File: src/rtl/y86_seq_controller_if.sv
// Bundle of control/status signals between the Y86-64 datapath and its
// multi-cycle sequencer.
interface y86_seq_controller_if #(
    parameter int CNT_W = 32
);
    logic             start;
    logic [3:0]       icode;
    logic             instr_valid;
    logic             imem_error;
    logic             dmem_error;
    logic             mem_ready;
    logic             alu_zf;
    logic             alu_sf;
    logic             alu_of;
    logic             fetch_en;
    logic             decode_en;
    logic             execute_en;
    logic             memory_en;
    logic             writeback_en;
    logic             pcupd_en;
    logic             cc_zf;
    logic             cc_sf;
    logic             cc_of;
    logic [2:0]       stat;
    logic             busy;
    logic [CNT_W-1:0] instr_count;
    logic [CNT_W-1:0] cycle_count;

    modport master (
        output start, icode, instr_valid, imem_error, dmem_error, mem_ready,
               alu_zf, alu_sf, alu_of,
        input  fetch_en, decode_en, execute_en, memory_en, writeback_en, pcupd_en,
               cc_zf, cc_sf, cc_of, stat, busy, instr_count, cycle_count
    );

    modport slave (
        input  start, icode, instr_valid, imem_error, dmem_error, mem_ready,
               alu_zf, alu_sf, alu_of,
        output fetch_en, decode_en, execute_en, memory_en, writeback_en, pcupd_en,
               cc_zf, cc_sf, cc_of, stat, busy, instr_count, cycle_count
    );
endinterface

File: src/rtl/y86_seq_controller.sv
// Multi-cycle sequencer for the sequential Y86-64 core: stage enables,
// condition codes, processor status and retire/cycle counters.
module y86_seq_controller #(
    parameter int CNT_W       = 32,
    parameter int MEM_TIMEOUT = 16
) (
    input  logic                  clk,
    input  logic                  rst,
    y86_seq_controller_if.slave   bus
);
    typedef enum logic [3:0] {
        S_IDLE, S_FETCH, S_DECODE, S_EXECUTE, S_MEMORY,
        S_WRITEBACK, S_PCUPD, S_HALT, S_ERROR
    } state_t;

    localparam int         WAIT_W   = $clog2(MEM_TIMEOUT + 1);
    localparam logic [2:0] STAT_AOK = 3'd1;
    localparam logic [2:0] STAT_HLT = 3'd2;
    localparam logic [2:0] STAT_ADR = 3'd3;
    localparam logic [2:0] STAT_INS = 3'd4;

    state_t             state_q, state_d;
    logic [2:0]         stat_q, stat_d;
    logic [2:0]         cc_q, cc_d;          // {zf, sf, of}
    logic [WAIT_W-1:0]  wait_q, wait_d;
    logic [CNT_W-1:0]   icnt_q, icnt_d;
    logic [CNT_W-1:0]   ccnt_q, ccnt_d;
    logic [5:0]         en_q, en_d;          // {F, D, E, M, W, P}
    logic               busy;
    logic               is_mem;

    assign busy   = !(state_q inside {S_IDLE, S_HALT, S_ERROR});
    assign is_mem = bus.icode inside {4'h4, 4'h5, 4'h8, 4'h9, 4'hA, 4'hB};

    always_comb begin
        state_d = state_q;
        stat_d  = stat_q;
        cc_d    = cc_q;
        wait_d  = wait_q;
        icnt_d  = icnt_q;
        ccnt_d  = busy ? ccnt_q + CNT_W'(1) : ccnt_q;
        case (state_q)
            S_IDLE: if (bus.start) state_d = S_FETCH;
            S_FETCH: begin
                if (bus.imem_error) begin
                    state_d = S_ERROR;
                    stat_d  = STAT_ADR;
                end else if (!bus.instr_valid) begin
                    state_d = S_ERROR;
                    stat_d  = STAT_INS;
                end else if (bus.icode == 4'h0) begin
                    state_d = S_HALT;
                    stat_d  = STAT_HLT;
                    icnt_d  = icnt_q + CNT_W'(1);
                end else begin
                    state_d = S_DECODE;
                end
            end
            S_DECODE: state_d = S_EXECUTE;
            S_EXECUTE: begin
                if (bus.icode == 4'h6) cc_d = {bus.alu_zf, bus.alu_sf, bus.alu_of};
                if (is_mem) begin
                    state_d = S_MEMORY;
                    wait_d  = '0;
                end else begin
                    state_d = S_WRITEBACK;
                end
            end
            S_MEMORY: begin
                if (bus.dmem_error) begin
                    state_d = S_ERROR;
                    stat_d  = STAT_ADR;
                end else if (bus.mem_ready) begin
                    state_d = S_WRITEBACK;
                end else if (wait_q == WAIT_W'(MEM_TIMEOUT - 1)) begin
                    // this cycle is the last permitted wait without mem_ready
                    state_d = S_ERROR;
                    stat_d  = STAT_ADR;
                end else begin
                    wait_d = wait_q + WAIT_W'(1);
                end
            end
            S_WRITEBACK: state_d = S_PCUPD;
            S_PCUPD: begin
                icnt_d  = icnt_q + CNT_W'(1);
                state_d = S_FETCH;
            end
            default: ;
        endcase
    end

    always_comb begin
        en_d = '0;
        case (state_d)
            S_FETCH:     en_d = 6'b100000;
            S_DECODE:    en_d = 6'b010000;
            S_EXECUTE:   en_d = 6'b001000;
            S_MEMORY:    en_d = 6'b000100;
            S_WRITEBACK: en_d = 6'b000010;
            S_PCUPD:     en_d = 6'b000001;
            default:     en_d = '0;
        endcase
    end

    always_ff @(posedge clk) begin
        if (rst) begin
            state_q <= S_IDLE;
            stat_q  <= STAT_AOK;
            cc_q    <= 3'b100;
            wait_q  <= '0;
            icnt_q  <= '0;
            ccnt_q  <= '0;
            en_q    <= '0;
        end else begin
            state_q <= state_d;
            stat_q  <= stat_d;
            cc_q    <= cc_d;
            wait_q  <= wait_d;
            icnt_q  <= icnt_d;
            ccnt_q  <= ccnt_d;
            en_q    <= en_d;
        end
    end

    assign {bus.fetch_en, bus.decode_en, bus.execute_en,
            bus.memory_en, bus.writeback_en, bus.pcupd_en} = en_q;
    assign {bus.cc_zf, bus.cc_sf, bus.cc_of} = cc_q;
    assign bus.stat        = stat_q;
    assign bus.busy        = busy;
    assign bus.instr_count = icnt_q;
    assign bus.cycle_count = ccnt_q;
endmodule

File: src/flat_wrapper.sv
// flat-port wrapper written by rule: the top's interface ports become plain ports
module y86_seq_controller_flat 
#(
    parameter int CNT_W       = 32,
    parameter int MEM_TIMEOUT = 16
)
  (clk, rst, bus_start, bus_icode, bus_instr_valid, bus_imem_error, bus_dmem_error, bus_mem_ready, bus_alu_zf, bus_alu_sf, bus_alu_of, bus_fetch_en, bus_decode_en, bus_execute_en, bus_memory_en, bus_writeback_en, bus_pcupd_en, bus_cc_zf, bus_cc_sf, bus_cc_of, bus_stat, bus_busy, bus_instr_count, bus_cycle_count);
  y86_seq_controller_if #(.CNT_W(CNT_W)) bus_i ();
  input  logic clk;
  input  logic rst;
  input wire logic [$bits(bus_i.start)-1:0] bus_start;
  input wire logic [$bits(bus_i.icode)-1:0] bus_icode;
  input wire logic [$bits(bus_i.instr_valid)-1:0] bus_instr_valid;
  input wire logic [$bits(bus_i.imem_error)-1:0] bus_imem_error;
  input wire logic [$bits(bus_i.dmem_error)-1:0] bus_dmem_error;
  input wire logic [$bits(bus_i.mem_ready)-1:0] bus_mem_ready;
  input wire logic [$bits(bus_i.alu_zf)-1:0] bus_alu_zf;
  input wire logic [$bits(bus_i.alu_sf)-1:0] bus_alu_sf;
  input wire logic [$bits(bus_i.alu_of)-1:0] bus_alu_of;
  output wire logic [$bits(bus_i.fetch_en)-1:0] bus_fetch_en;
  output wire logic [$bits(bus_i.decode_en)-1:0] bus_decode_en;
  output wire logic [$bits(bus_i.execute_en)-1:0] bus_execute_en;
  output wire logic [$bits(bus_i.memory_en)-1:0] bus_memory_en;
  output wire logic [$bits(bus_i.writeback_en)-1:0] bus_writeback_en;
  output wire logic [$bits(bus_i.pcupd_en)-1:0] bus_pcupd_en;
  output wire logic [$bits(bus_i.cc_zf)-1:0] bus_cc_zf;
  output wire logic [$bits(bus_i.cc_sf)-1:0] bus_cc_sf;
  output wire logic [$bits(bus_i.cc_of)-1:0] bus_cc_of;
  output wire logic [$bits(bus_i.stat)-1:0] bus_stat;
  output wire logic [$bits(bus_i.busy)-1:0] bus_busy;
  output wire logic [$bits(bus_i.instr_count)-1:0] bus_instr_count;
  output wire logic [$bits(bus_i.cycle_count)-1:0] bus_cycle_count;
  assign bus_i.start = bus_start;
  assign bus_i.icode = bus_icode;
  assign bus_i.instr_valid = bus_instr_valid;
  assign bus_i.imem_error = bus_imem_error;
  assign bus_i.dmem_error = bus_dmem_error;
  assign bus_i.mem_ready = bus_mem_ready;
  assign bus_i.alu_zf = bus_alu_zf;
  assign bus_i.alu_sf = bus_alu_sf;
  assign bus_i.alu_of = bus_alu_of;
  assign bus_fetch_en = bus_i.fetch_en;
  assign bus_decode_en = bus_i.decode_en;
  assign bus_execute_en = bus_i.execute_en;
  assign bus_memory_en = bus_i.memory_en;
  assign bus_writeback_en = bus_i.writeback_en;
  assign bus_pcupd_en = bus_i.pcupd_en;
  assign bus_cc_zf = bus_i.cc_zf;
  assign bus_cc_sf = bus_i.cc_sf;
  assign bus_cc_of = bus_i.cc_of;
  assign bus_stat = bus_i.stat;
  assign bus_busy = bus_i.busy;
  assign bus_instr_count = bus_i.instr_count;
  assign bus_cycle_count = bus_i.cycle_count;
  y86_seq_controller #(.CNT_W(CNT_W), .MEM_TIMEOUT(MEM_TIMEOUT)) u_core (.clk(clk), .rst(rst), .bus(bus_i));
endmodule
File: config.mk
export PLATFORM = sky130hd
export DESIGN_NAME = y86_seq_controller_flat
export DESIGN_NICKNAME = d
export VERILOG_FILES = /design/src/rtl/y86_seq_controller_if.sv /design/src/rtl/y86_seq_controller.sv /design/src/flat_wrapper.sv
export SDC_FILE = /design/constraint.sdc
export NUM_CORES = 1
export LEC_CHECK = 0
export ABC_CLOCK_PERIOD_IN_PS = 7490
export CORE_MARGIN = 2
export CORE_UTILIZATION = 54
export CTS_BUF_LIST = sky130_fd_sc_hd__clkbuf_16
export DETAILED_ROUTE_END_ITERATION = 10
export PLACE_DENSITY = 0.92
export RECOVER_POWER = 100
export SLEW_MARGIN = 25
export SYNTH_ARGS = -nofsm -noshare
export SYNTH_HDL_FRONTEND = slang
export SYNTH_SLANG_ARGS = --single-unit
File: constraint.sdc
create_clock -name clk -period 7.49 [get_ports clk]
set_clock_uncertainty 0.05 [all_clocks]
set_input_delay 0.749 -clock clk [delete_from_list [all_inputs] [get_ports clk]]
set_output_delay 0.749 -clock clk [all_outputs]
set_load 0.01 [all_outputs]
# Yosys cells after proc, flatten, opt, wreduce, memory -nomap -nowiden
# Cells that the tools add are included.
[totals] reg_bits=85 input_bits=14 elab_cells=80
[op_classes] n_addsub=3 n_eq_ne=32 muxes=26 n_reduce_logical=12
[ops] operator="two-way mux 32 bit" count=3
[ops] operator="adder 32 x 1 -> 32 bit, second input constant" count=2
[ops] operator="case mux 32 bit (2 select lines)" count=1
[ops] operator="equality test 4 x 3 -> 1 bit, second input constant" count=10
[ops] operator="case mux 6 bit (6 select lines)" count=1
[ops] operator="case mux 4 bit (7 select lines)" count=1
[ops] operator="two-way mux 4 bit" count=6
[ops] operator="two-way mux 3 bit" count=7
[ops] operator="equality test 4 bit, second input constant" count=5
[ops] operator="two-way mux 5 bit" count=4
[ops] operator="equality test 4 x 2 -> 1 bit, second input constant" count=4
[ops] operator="inequality test 2 bit, second input constant" count=5
[ops] operator="case mux 5 bit (2 select lines)" count=1
[ops] operator="equality test 4 x 1 -> 1 bit, second input constant" count=2
[ops] operator="zero test 4 bit" count=2
[ops] operator="AND reduction 4 bit" count=2
[ops] operator="case mux 3 bit (2 select lines)" count=1
[ops] operator="nonzero test 2 bit" count=3
[ops] operator="nonzero test 6 bit" count=1
[ops] operator="adder 5 x 1 -> 5 bit, second input constant" count=1
[ops] operator="equality test 5 x 4 -> 1 bit, second input constant" count=1
[ops] operator="AND reduction 5 bit" count=1
[ops] operator="inequality test 2 x 1 -> 1 bit, second input constant" count=2
[ops] operator="inequality test 4 x 3 -> 1 bit, second input constant" count=1
[ops] operator="6 further kinds" count=6

# Longest topological paths before layout
[logic_depth] depth_word=7 mapped_depth=10 mapped_depth_nobuf=9

# Least setup slack after synthesis
# OpenSTA, ideal clock, no wires.
[synth_timing] path_kind="flip-flop to flip-flop" from="register u_core.wait_q[0]" to="register u_core.stat_q[0] (netlist: u_core.bus.stat[0])" setup_time_ns=0.072 arrival_ns=2.263 required_time_ns=7.368 path_slack_ns=5.105 path_stages_with_launch=10 n_path_buf=0 synth_period_minus_slack_ns=2.385 cell_sequence="dfxtp_1 > ha_1 > and3_1 > ha_1 > nand2b_1 > nand2b_1 > a311oi_1 > or2b_1 > o31ai_4 > mux2i_1"
[synth_between] elab_chain_cells=3
[synth_lines] element="from (decl)" line_no="y86_seq_controller.sv:25" source="logic [WAIT_W-1:0] wait_q, wait_d;"
[synth_lines] element="from (signal assigned)" line_no="y86_seq_controller.sv:118" source="wait_q <= wait_d;"
[synth_lines] element="equality test 5 x 4 -> 1 bit" line_no="y86_seq_controller.sv:75" source="end else if (wait_q == WAIT_W'(MEM_TIMEOUT - 1)) begin"
[synth_lines] element="inequality test 3 x 2 -> 1 bit (no line)"
[synth_lines] element="AND reduction 4 bit (no line)"
[synth_lines] element="to (signal assigned)" line_no="y86_seq_controller.sv:116" source="stat_q <= stat_d;"
[synth_lines] element="to (decl)" line_no="y86_seq_controller.sv:23" source="logic [2:0] stat_q, stat_d;"
# Every way passes these cells.
# A chain may end at the register's enable or synchronous reset.

# Worst setup path in the final report
[layout_timing] from="input rst" to="register u_core.wait_q[3]"
[layout_lines] element="from (decl)" line_no="flat_wrapper.sv:10" source="input logic rst;"
# No word-level cell between the ends.

==> run metrics <==
Req. time, crit path=7660 ps; DRC Markers=0; # hold bufs at CTS=0; first-iteration detailed-routing DRC count=184; post_cts resized=0; Cell Int Power=806.3 uW; status=finished with violations; Yosys Warn Count=0; Placer Congestion=0.8855; H-tree levels=3; slew margin rel.=-121.1%; Final ANT Viol Nets=0; Setup Total Neg Slack=0 ps; hold path depth=2; n_diodes=0; CP arrival=4460 ps; Worst Path Buf+Inv=3; clock power share=48.1%; Post-CTS Setup Bufs=0; count leader, synth=dfxtp_1; Final Cell Area=5140 um^2; Tot Pwr=1023 uW; Hold Startpoint=u_core.bus.stat[2]; Setup crit end kind=flip-flop; crit path time final=4296 ps; vias per inst=5.687; cell area after synthesis=3902 um^2; Num Clock Sinks=85; clk slew on worst S/H paths=60 ps; Clk Latency, worst-skew pair=330 ps; HP Class=flip-flop to flip-flop; final worst-path cycle share=57.36%; Mean Syn Cell Area=8.910 um^2; RR Startpoint=u_core.wait_q[0]; largest net degree at the start of global routing=79; Avg WL per Cell=15.48 um; syn_nets=456; die footprint=7923 um^2; R2R Path End=u_core.bus.stat[1]; Reg2Reg Depth=9; Seq pwr share=45.6%; Synth Instances=438; share of cells above drive strength 1=4.389%; setup violators final=0; fmax=232.7 MHz; Global Route Usage Sum=24.84%; pre-CTS WS=4220 ps; ys async rst share=0%; Power Density=199.0 nW/um^2; core box area=6907 um^2; total CTS buffers=9; first-pass GRT wire length=15630 um; FF-to-FF setup slack=4670 ps; MaxCap Viol Count=1; area leader, netlist=dfxtp_1; Core Util, Final=74.42%; CTS tree=done; initial antenna violation count=0; fin worst setup slack=3194 ps; dpl cell area=4831 um^2; leakage=0.002172 uW; Logic pwr share=6.4%; number of flops mapped to enable cells by yosys=0; synthesized flop and latch total=85; # IOs=91; slowest CP cell=clkbuf_1; CP top delay family=buffers and inverters; Top FF cell, synth=dfxtp_1; Slew @ Worst Pin=3316 ps; clk root buf=clkbuf_16; VDD IR max=0.1313 mV; crit-path cells=buf_2 > clkbuf_1 > inv_1 > a32o_1; Max Root-Sink Buffers=2; DR vias=3526; DP Wirelength=6360 um; row count=30; iteration count of the initial detailed-routing pass=4; Hold Crit Endpoint=u_core.bus.stat[2]; failing checks=max-capacitance violations, max-slew violations; vias in the first global route=3375; die width=89.01 um; Initial Utilization=56.50%; Routed Wire Length=9596 um; DIE HEIGHT=89.01 um; Synth area leaders=dfxtp_1 44%, xor2_1 10%, nor2_1 7.0%, nand3_1 4.1%, and3_1 3.0%; Port Buffer Count=90; Switching Share=21.18%; most frequent cells after synthesis=85 x dfxtp_1, 73 x nor2_1, 46 x xor2_1; Multi-input gate area=2079 um^2; P&R area growth vs syn=31.71%; RSZ-0062 raised after global routing=false; Sw Pwr=216.7 uW; slowest cell delay on critical path=2340 ps; remaining global-route overflow=0; Hold Vio Cnt, Final=0; Fillers=526; CP max FO=78; nets=538; top cell type's share of synthesized area=43.60%; sequential cell area fraction in the yosys report=43.60%; Register Area=1702 um^2; Slew Limit Fails=79; Startpoint Class=input port; critical setup path kind=input port to flip-flop; Unique masters post-synth=45
[through the flow]
stage / cells / hold WS (ps)
floorplan: 438 / 399.7
CTS: 620 / 421.0
detailed placement: 605 / 414.1
global placement: 605 / 397.5
global route: 620 / 460.2
finish: 620 / 413.5
[power groups by stage]
stage | Clock, uW | Combinational (uW) | Sequential, uW
3_5_place_dp | 0 | 66.4 | 476
6_report | 492 | 65.0 | 466
4_1_cts | 496 | 67.9 | 466
3_3_place_gp | 0 | 64.8 | 476
5_1_grt | 515 | 71.4 | 467
2_1_floorplan | 0 | 43.5 | 473
[kinds of logic (layout without fill, tap and decap cells)]
group	Yosys count	count (layout)	synth area share (%)
XOR/XNOR	56	56	12.57
adder cells (fa/ha/maj)	4	4	1.283
AO/OA/AOI/OAI	38	38	6.765
buffers and inverters	23	109	2.725
multiplexers	7	7	1.796
flip-flops	85	85	43.60
AND/OR/NAND/NOR	225	225	31.26
[worst min-delay path: stages, from the launching register on]
cell     delay [ps]
dfxtp_1         310
nand2_1          50
mux2i_1          60
[metal layers]
| layer | up-vias | track usage (%) | share of wire, % |
|---|---|---|---|
| met4 | 0 | 9.769 | 1.5 |
| met5 | - | 0 | 0 |
| met2 | 135 | 40.43 | 48 |
| met3 | 14 | 4.247 | 6.2 |
| met1 | 1683 | 33.04 | 44 |
| li1 | 1694 | - | - |
[final cells by class]
type / count / share of cell area (%)
repair buffers: 91 / 17.50
flip-flops and latches: 85 / 33.11
well taps: 96 / 2.337
multi-input cells: 330 / 40.46
clock inverters: 6 / 1.996
clock buffers: 9 / 4.382
inverters: 3 / 0.2191
[registers in the layout, summed over array words and instances (netlist names)]
register / flops
u_core.cc_q: 3
u_core.state_q: 4
u_core.bus.stat: 3
u_core.en_q: 6
u_core.bus.cycle_count: 32
u_core.wait_q: 5
u_core.bus.instr_count: 32
[how the worst max path moves through the flow]
| stage | to | from | slack, ps | depth (start not counted) |
|---|---|---|---|---|
| after global routing | u_core.wait_q[3] | rst | 2740 | 4 |
| after CTS | bus_busy | u_core.state_q[3] | 4540 | 3 |
| after floorplan | u_core.bus.stat[0] | u_core.wait_q[0] | 5110 | 9 |
| after detailed placement | u_core.bus.instr_count[15] | bus_icode[3] | 4220 | 7 |
| final | u_core.wait_q[3] | rst | 3190 | 4 |
| after global placement | u_core.bus.instr_count[11] | bus_icode[3] | 4330 | 7 |
[placed cells by master (no fill, tap or decap), drive strengths merged, types with 2 or more instances in the layout]
cell type      instances
and2                   7
a32o                   2
clkinv                 3
nor2                  73
dfxtp                 85
ha                     4
or3                   10
nor4b                  2
nor3b                  4
a211oi                 3
mux2i                  7
nand4b                 4
nor4                   3
nand3                 32
bufinv                 3
a21oi                 10
nor2b                  6
nand2                 27
nand4                 15
clkbuf                10
nor3                   8
dlygate4sd3           77
o21ai                 16
clkdlybuf4s50         12
inv                    3
and4                   8
xnor2                 10
xor2                  46
and3                  19
nand2b                 4
No activity file was read; power rests on OpenSTA's default activity.
